$ cat src/rtl/uart_pkg.sv
// uart_pkg: shared FSM states, parity modes and counter width for the UART transmitter
package uart_pkg;
  localparam int CNT_W = 13;
  typedef enum logic [2:0] {IDLE, START, DATA, PARITY, STOP} uart_state_t;
  typedef enum logic [1:0] {PAR_NONE, PAR_EVEN, PAR_ODD} parity_t;
endpackage

$ cat src/rtl/uart_tx_fifo.sv
// uart_tx_fifo: power-of-two circular transmit buffer with occupancy count
module uart_tx_fifo #(
  parameter int DEPTH = 4,
  parameter int W = 8
) (
  input  logic                    clk,
  input  logic                    rst_n,
  input  logic                    push,
  input  logic                    pop,
  input  logic [W-1:0]            data,
  output logic [W-1:0]            q,
  output logic [$clog2(DEPTH):0]  count
);
  localparam int AW = $clog2(DEPTH);
  logic [W-1:0] mem [DEPTH];
  logic [AW-1:0] wr_ptr, rd_ptr;
  logic do_push, do_pop;
  assign do_push = push && count != (AW+1)'(DEPTH);
  assign do_pop = pop && count != '0;
  assign q = mem[rd_ptr];
  always_ff @(posedge clk)
    if (do_push) mem[wr_ptr] <= data;
  // Pointers wrap for free because DEPTH is a power of two
  always_ff @(posedge clk or negedge rst_n)
    if (!rst_n) begin
      wr_ptr <= '0;
      rd_ptr <= '0;
      count <= '0;
    end else begin
      wr_ptr <= wr_ptr + AW'(do_push);
      rd_ptr <= rd_ptr + AW'(do_pop);
      count <= count + (AW+1)'(do_push) - (AW+1)'(do_pop);
    end
endmodule

$ cat src/rtl/uart_tx_param.sv
// uart_tx_param: buffered UART transmitter with configurable width, parity and stop bits
module uart_tx_param
  import uart_pkg::*;
#(
  parameter int      CLKS_PER_BIT = 1736,
  parameter int      DATA_BITS = 8,
  parameter parity_t PARITY_MODE = PAR_NONE,
  parameter int      STOP_BITS = 1,
  parameter int      FIFO_DEPTH = 4
) (
  input  logic                         clk,
  input  logic                         rst_n,
  input  logic                         valid_i,
  input  logic [DATA_BITS-1:0]         data_i,
  output logic                         ready_o,
  output logic                         bit_o,
  output logic                         active_o,
  output logic                         done_o,
  output logic [$clog2(FIFO_DEPTH):0]  fifo_count_o
);
  uart_state_t state;
  logic [CNT_W-1:0] clk_cnt;
  logic [3:0] bit_cnt;
  logic [DATA_BITS-1:0] shreg, head;
  logic par, bit_end, last_data, last_stop, pop;
  assign ready_o = fifo_count_o != ($clog2(FIFO_DEPTH)+1)'(FIFO_DEPTH);
  assign bit_end = clk_cnt == CNT_W'(CLKS_PER_BIT - 1);
  assign last_data = bit_cnt == 4'(DATA_BITS - 1);
  assign last_stop = bit_cnt == 4'(STOP_BITS - 1);
  assign done_o = state == STOP && bit_end && last_stop;
  // A queued word starts from idle or straight out of the final stop cycle
  assign pop = fifo_count_o != '0 && (state == IDLE || done_o);
  assign active_o = state != IDLE;
  always_comb bit_o = state == START ? 1'b0 : state == DATA ? shreg[0] : state == PARITY ? par : 1'b1;
  uart_tx_fifo #(.DEPTH(FIFO_DEPTH), .W(DATA_BITS)) u_fifo (
    .clk(clk),
    .rst_n(rst_n),
    .push(valid_i && ready_o),
    .pop(pop),
    .data(data_i),
    .q(head),
    .count(fifo_count_o)
  );
  always_ff @(posedge clk or negedge rst_n)
    if (!rst_n) begin
      state <= IDLE;
      clk_cnt <= '0;
      bit_cnt <= '0;
      shreg <= '0;
      par <= 1'b0;
    end else if (pop) begin
      state <= START;
      clk_cnt <= '0;
      bit_cnt <= '0;
      shreg <= head;
      par <= ^head ^ (PARITY_MODE == PAR_ODD);
    end else if (state != IDLE) begin
      if (!bit_end) clk_cnt <= clk_cnt + 1'b1;
      else begin
        clk_cnt <= '0;
        bit_cnt <= (state == DATA && !last_data) || (state == STOP && !last_stop) ? bit_cnt + 1'b1 : '0;
        if (state == DATA) shreg <= shreg >> 1;
        state <= state == START ? DATA
               : state == DATA ? (last_data ? (PARITY_MODE == PAR_NONE ? STOP : PARITY) : DATA)
               : state == PARITY ? STOP
               : last_stop ? IDLE : STOP;
      end
    end
endmodule

$ cat config.mk
export PLATFORM = sky130hd
export DESIGN_NAME = uart_tx_param
export DESIGN_NICKNAME = d
export VERILOG_FILES = /design/src/rtl/uart_pkg.sv /design/src/rtl/uart_tx_fifo.sv /design/src/rtl/uart_tx_param.sv
export SDC_FILE = /design/constraint.sdc
export NUM_CORES = 1
export LEC_CHECK = 0
export BUFFER_PORTS_ARGS = -buffer_cell sky130_fd_sc_hd__buf_4
export CAP_MARGIN = 5
export CORE_MARGIN = 4
export CORE_UTILIZATION = 65
export DETAILED_ROUTE_END_ITERATION = 10
export GPL_TIMING_DRIVEN = 0
export PLACE_DENSITY = 0.94
export SLEW_MARGIN = 20
export SYNTH_ARGS = -nofsm -noshare
export SYNTH_HDL_FRONTEND = slang
export SYNTH_SLANG_ARGS = --single-unit
$ cat constraint.sdc
create_clock -name clk -period 5.7 [get_ports clk]
set_input_delay 0.855 -clock clk [delete_from_list [all_inputs] [get_ports clk]]
set_output_delay 0.855 -clock clk [all_outputs]
set_load 0.05 [all_outputs]
==> summary.md <==
| Metric | Value |
|---|---|
| Async SR Flop Fraction | 52.9% |
| Drt wl/cell | 20.1 um |
| Remaining Overflow, GRT | 0 |
| Die Footprint | 6020 sq um |
| CP most frequent cell | ha_1 |
| CP endpoint kind | flop |
| Total Power Consumption | 1.42 mW |
| Vias after detailed routing | 2,184 |
| Syn Area/Cell | around 12 sq um |
| Arrival time at the worst endpoint | 3780 ps |
| Peak supply drop | 0.387 mV |
| CP max FO | 9 |
| Slew @ Worst Pin | 840 ps |
| Share of the synthesized area in the top cell type | a little under a third |
| LEAKAGE | roughly 1.4 nW |
| Synth Flop Type | dfrtp_1 |
| Instance count on the critical path | 13 |
| Register share of total power | 44.7% |
| Count of flip-flops with a built-in enable after synthesis | 32 |
| Slowest stage cell, crit path | or3b_2 |
| Pwr dens | 390 nW/um^2 |
| Setup tns final | 0 ps |
| Post-CTS resize count | 0 |
| Unrepaired setup endpoints after global routing | no |
| Initial Util | 67.1% |
| Synthesis-to-layout area growth | 15.3% |
| Final ANT Viol Nets | 0 |
| Area of the multi-input gates | 1220 sq um |
| Commonest cells after routing, fill and taps aside | 36 x dfrtp_1, 32 x edfxtp_1, 25 x nand2_1, 21 x nor2_1, 19 x o21ai_0 |
| Syn. warnings | 0 |
| Worst hold-check path type | input pin to asynchronous set/reset pin |
| H-tree depth | 3 |
| Syn nets | 271 |
| Antenna diodes | 0 |
| CP Launch Type | flop |
| Total CTS buffers | 9 |
| Top cell type by total area after synthesis | edfxtp_1 |
| Fin. max-slew vios | 0 |
| Final setup violation count | 0 |
| Initial DRC count | roughly 250 |
| Cells on worst reg2reg path | 13 |
| First-pass GRT wire length | ~12,000 um |
| Fillers | 253 |
| Total of max-cap violations | 0 |
| Clock Tree Buf Depth | 2 |
| Commonest non-fill, non-tap cell in the layout | dfrtp_1 |
| Pin count of the biggest net entering global routing | 37 |
| Clock Power Share | roughly 38% |
| Register area share after synthesis | 59.2% |
| Number of setup buffers added after CTS | 0 |
| Tcrit/Tclk final | 62.4% |
| GRT Util Overall | 25.1% |
| Psw | 0.405 mW |
| Drt pass-1 iters | 5 |
| Die Span Y | approximately 78 um |
| Register area | approximately 1900 sq um |
| Slew headroom | 43.5% |
| Minimum clock period | 3560 ps |
| Final Wtd Congestion | 0.871 |
| Clock root buffer | clkbuf_8 |
| Internal power | 1.01 mW |
| Routed WL | 6820 um |
| Clock tree sinks | 68 |
| Initial antenna violation count | 0 |
| CP Cell Sequence | inv_1, ha_1, or3b_2, or3b_2, o21ai_2, and2_1, buf_2, ha_1, inv_1, ha_1, fa_1, xor2_1, xnor2_1 |
| Hold buffers post-CTS | 0 |
| HPWL Detailed | 4170 um |
| Clk slew on worst S/H paths | 80 ps |
| Proportion of power drawn by combinational gates | 17.5% |
| #FFs+latches synth | 68 |
| Highest achievable clock rate | ~280 MHz |
| CP Data Required Time | 5920 ps |
| Clk_skew | 10.6 ps |
| # IOs | 18 |
| Chip Width | 77.6 um |
| CP Class | flop to flop |
| Netlist Area Pre-Place | 3150 sq um |
| Port buffer count | 17 |
| Status | complete, no violations |
| CTS tree | built |
| Post-Syn Instances | ~250 |
| Vias in the first global route | 2,403 |
| Switching Share | 28.6% |
| CP top delay family | simple AND/OR/NAND/NOR gates |
| Dpl cells | 323 |
| Post-route insts no fill | 339 |
| Nets@finish | between 200 and 300 |
| Buffers and inverters on the worst path | 3 |
| Synth area leaders | edfxtp_1 31%, dfrtp_1 29%, mux4_2 5.7% |
| Fraction of layout cells with a size suffix above 1 | 20.4% |
| Core Area | ~4700 sq um |
| CP peak stage delay | between 500 and 600 ps |
| Worst skew pair latency | 340 ps |
| DRC Markers | 0 |
| FP Rows | 25 |
| Final Hold Fails | 0 |
| Vias/cell | 6.44 |
| Unique cell type count in the Yosys netlist | 46 |
-- Yosys cell counts (4+ instances only) --
cell	number
o221a_1	7
edfxtp_1	32
a21oi_1	4
clkbuf_1	4
xor2_1	4
ha_1	7
o21ai_0	19
o31ai_1	5
nand3_1	11
nor2b_1	4
nor2_1	21
mux4_2	8
nand2_1	25
inv_1	9
nor3_1	5
dfrtp_1	36
xnor2_1	10
-- routing by layer --
metal	part of all wire, %	GRT usage (%)	wire [um]
met5	0	0	0
met4	2.6	9.43	176
met3	5.8	5.22	394
met2	53	43.8	3600
met1	39	30.5	2650
-- state kept, by name, indices dropped and copies added (netlist names) --
signal         cells
u_fifo.mem        32
clk_cnt           13
shreg              8
bit_cnt            4
state              3
u_fifo.count       3
u_fifo.rd_ptr      2
u_fifo.wr_ptr      2
par                1
-- cells by family after synthesis --
logic type	Yosys count	synth area share (%)
adders and majority gates	8	3.42
muxes	10	6.40
buffers and inverters	17	2.39
AOI/OAI and AO/OA	48	10.9
and+or+nand+nor	87	13.8
xor gates and xnor gates	14	3.90
DFF	68	59.2
-- through the flow --
step / area (sq um) / util, % / hold WS (ps) / setup slack [ps]
4_1_cts: 3620 / 77.1 / 477 / 2160
3_5_place_dp: 3350 / 71.3 / 479 / 2250
6_report: 3630 / 77.3 / 451 / 2140
3_3_place_gp: 3340 / 71.2 / 464 / 2320
5_1_grt: 3630 / 77.3 / 494 / 1930
2_1_floorplan: 3150 / - / 436 / 2500
-- power by group through the flow --
stage / Sequential (mW) / Combinational (mW) / Clock (mW)
floorplan: 0.657 / 0.132 / 0
global placement: 0.623 / 0.228 / 0
detailed placement: 0.630 / 0.240 / 0
CTS: 0.625 / 0.250 / 0.535
global route: 0.638 / 0.273 / 0.561
finish: 0.633 / 0.248 / 0.535
-- cell type report --
| class | instances | share of cell area, % |
|---|---|---|
| clock inverters | 7 | 4.04 |
| flip-flops and latches | 68 | 51.3 |
| multi-input cells | 167 | 33.8 |
| repair buffers | 17 | 3.52 |
| clock buffers | 9 | 3.41 |
| plain buffers | 8 | 1.14 |
| inverters | 9 | 0.931 |
| well taps | 54 | 1.86 |
-- final timing paths --
kind                                               from                         end  slack, ps
worst max-delay path             bit_cnt[0]$_DFFE_PN0P_   u_fifo.count[2]$_DFF_PN0_       2140
worst min-delay path                              rst_n      clk_cnt[0]$_DFFE_PN0P_        450
worst max register to register   bit_cnt[0]$_DFFE_PN0P_   u_fifo.count[2]$_DFF_PN0_       2140
worst min register to register  clk_cnt[12]$_DFFE_PN0P_     clk_cnt[12]$_DFFE_PN0P_        490
max in group asynchronous                         rst_n  u_fifo.wr_ptr[0]$_DFF_PN0_       4900
min in group clk                clk_cnt[12]$_DFFE_PN0P_     clk_cnt[12]$_DFFE_PN0P_        490
-- worst register-to-register path, stage by stage, from the launching register on --
cell	delay [ps]
dfrtp_1	400
inv_1	90
ha_1	140
or3b_2	470
or3b_2	510
o21ai_2	340
and2_1	180
buf_2	200
ha_1	170
inv_1	60
ha_1	200
fa_1	380
xor2_1	160
xnor2_1	130
Power figures use the tool's default switching activity.
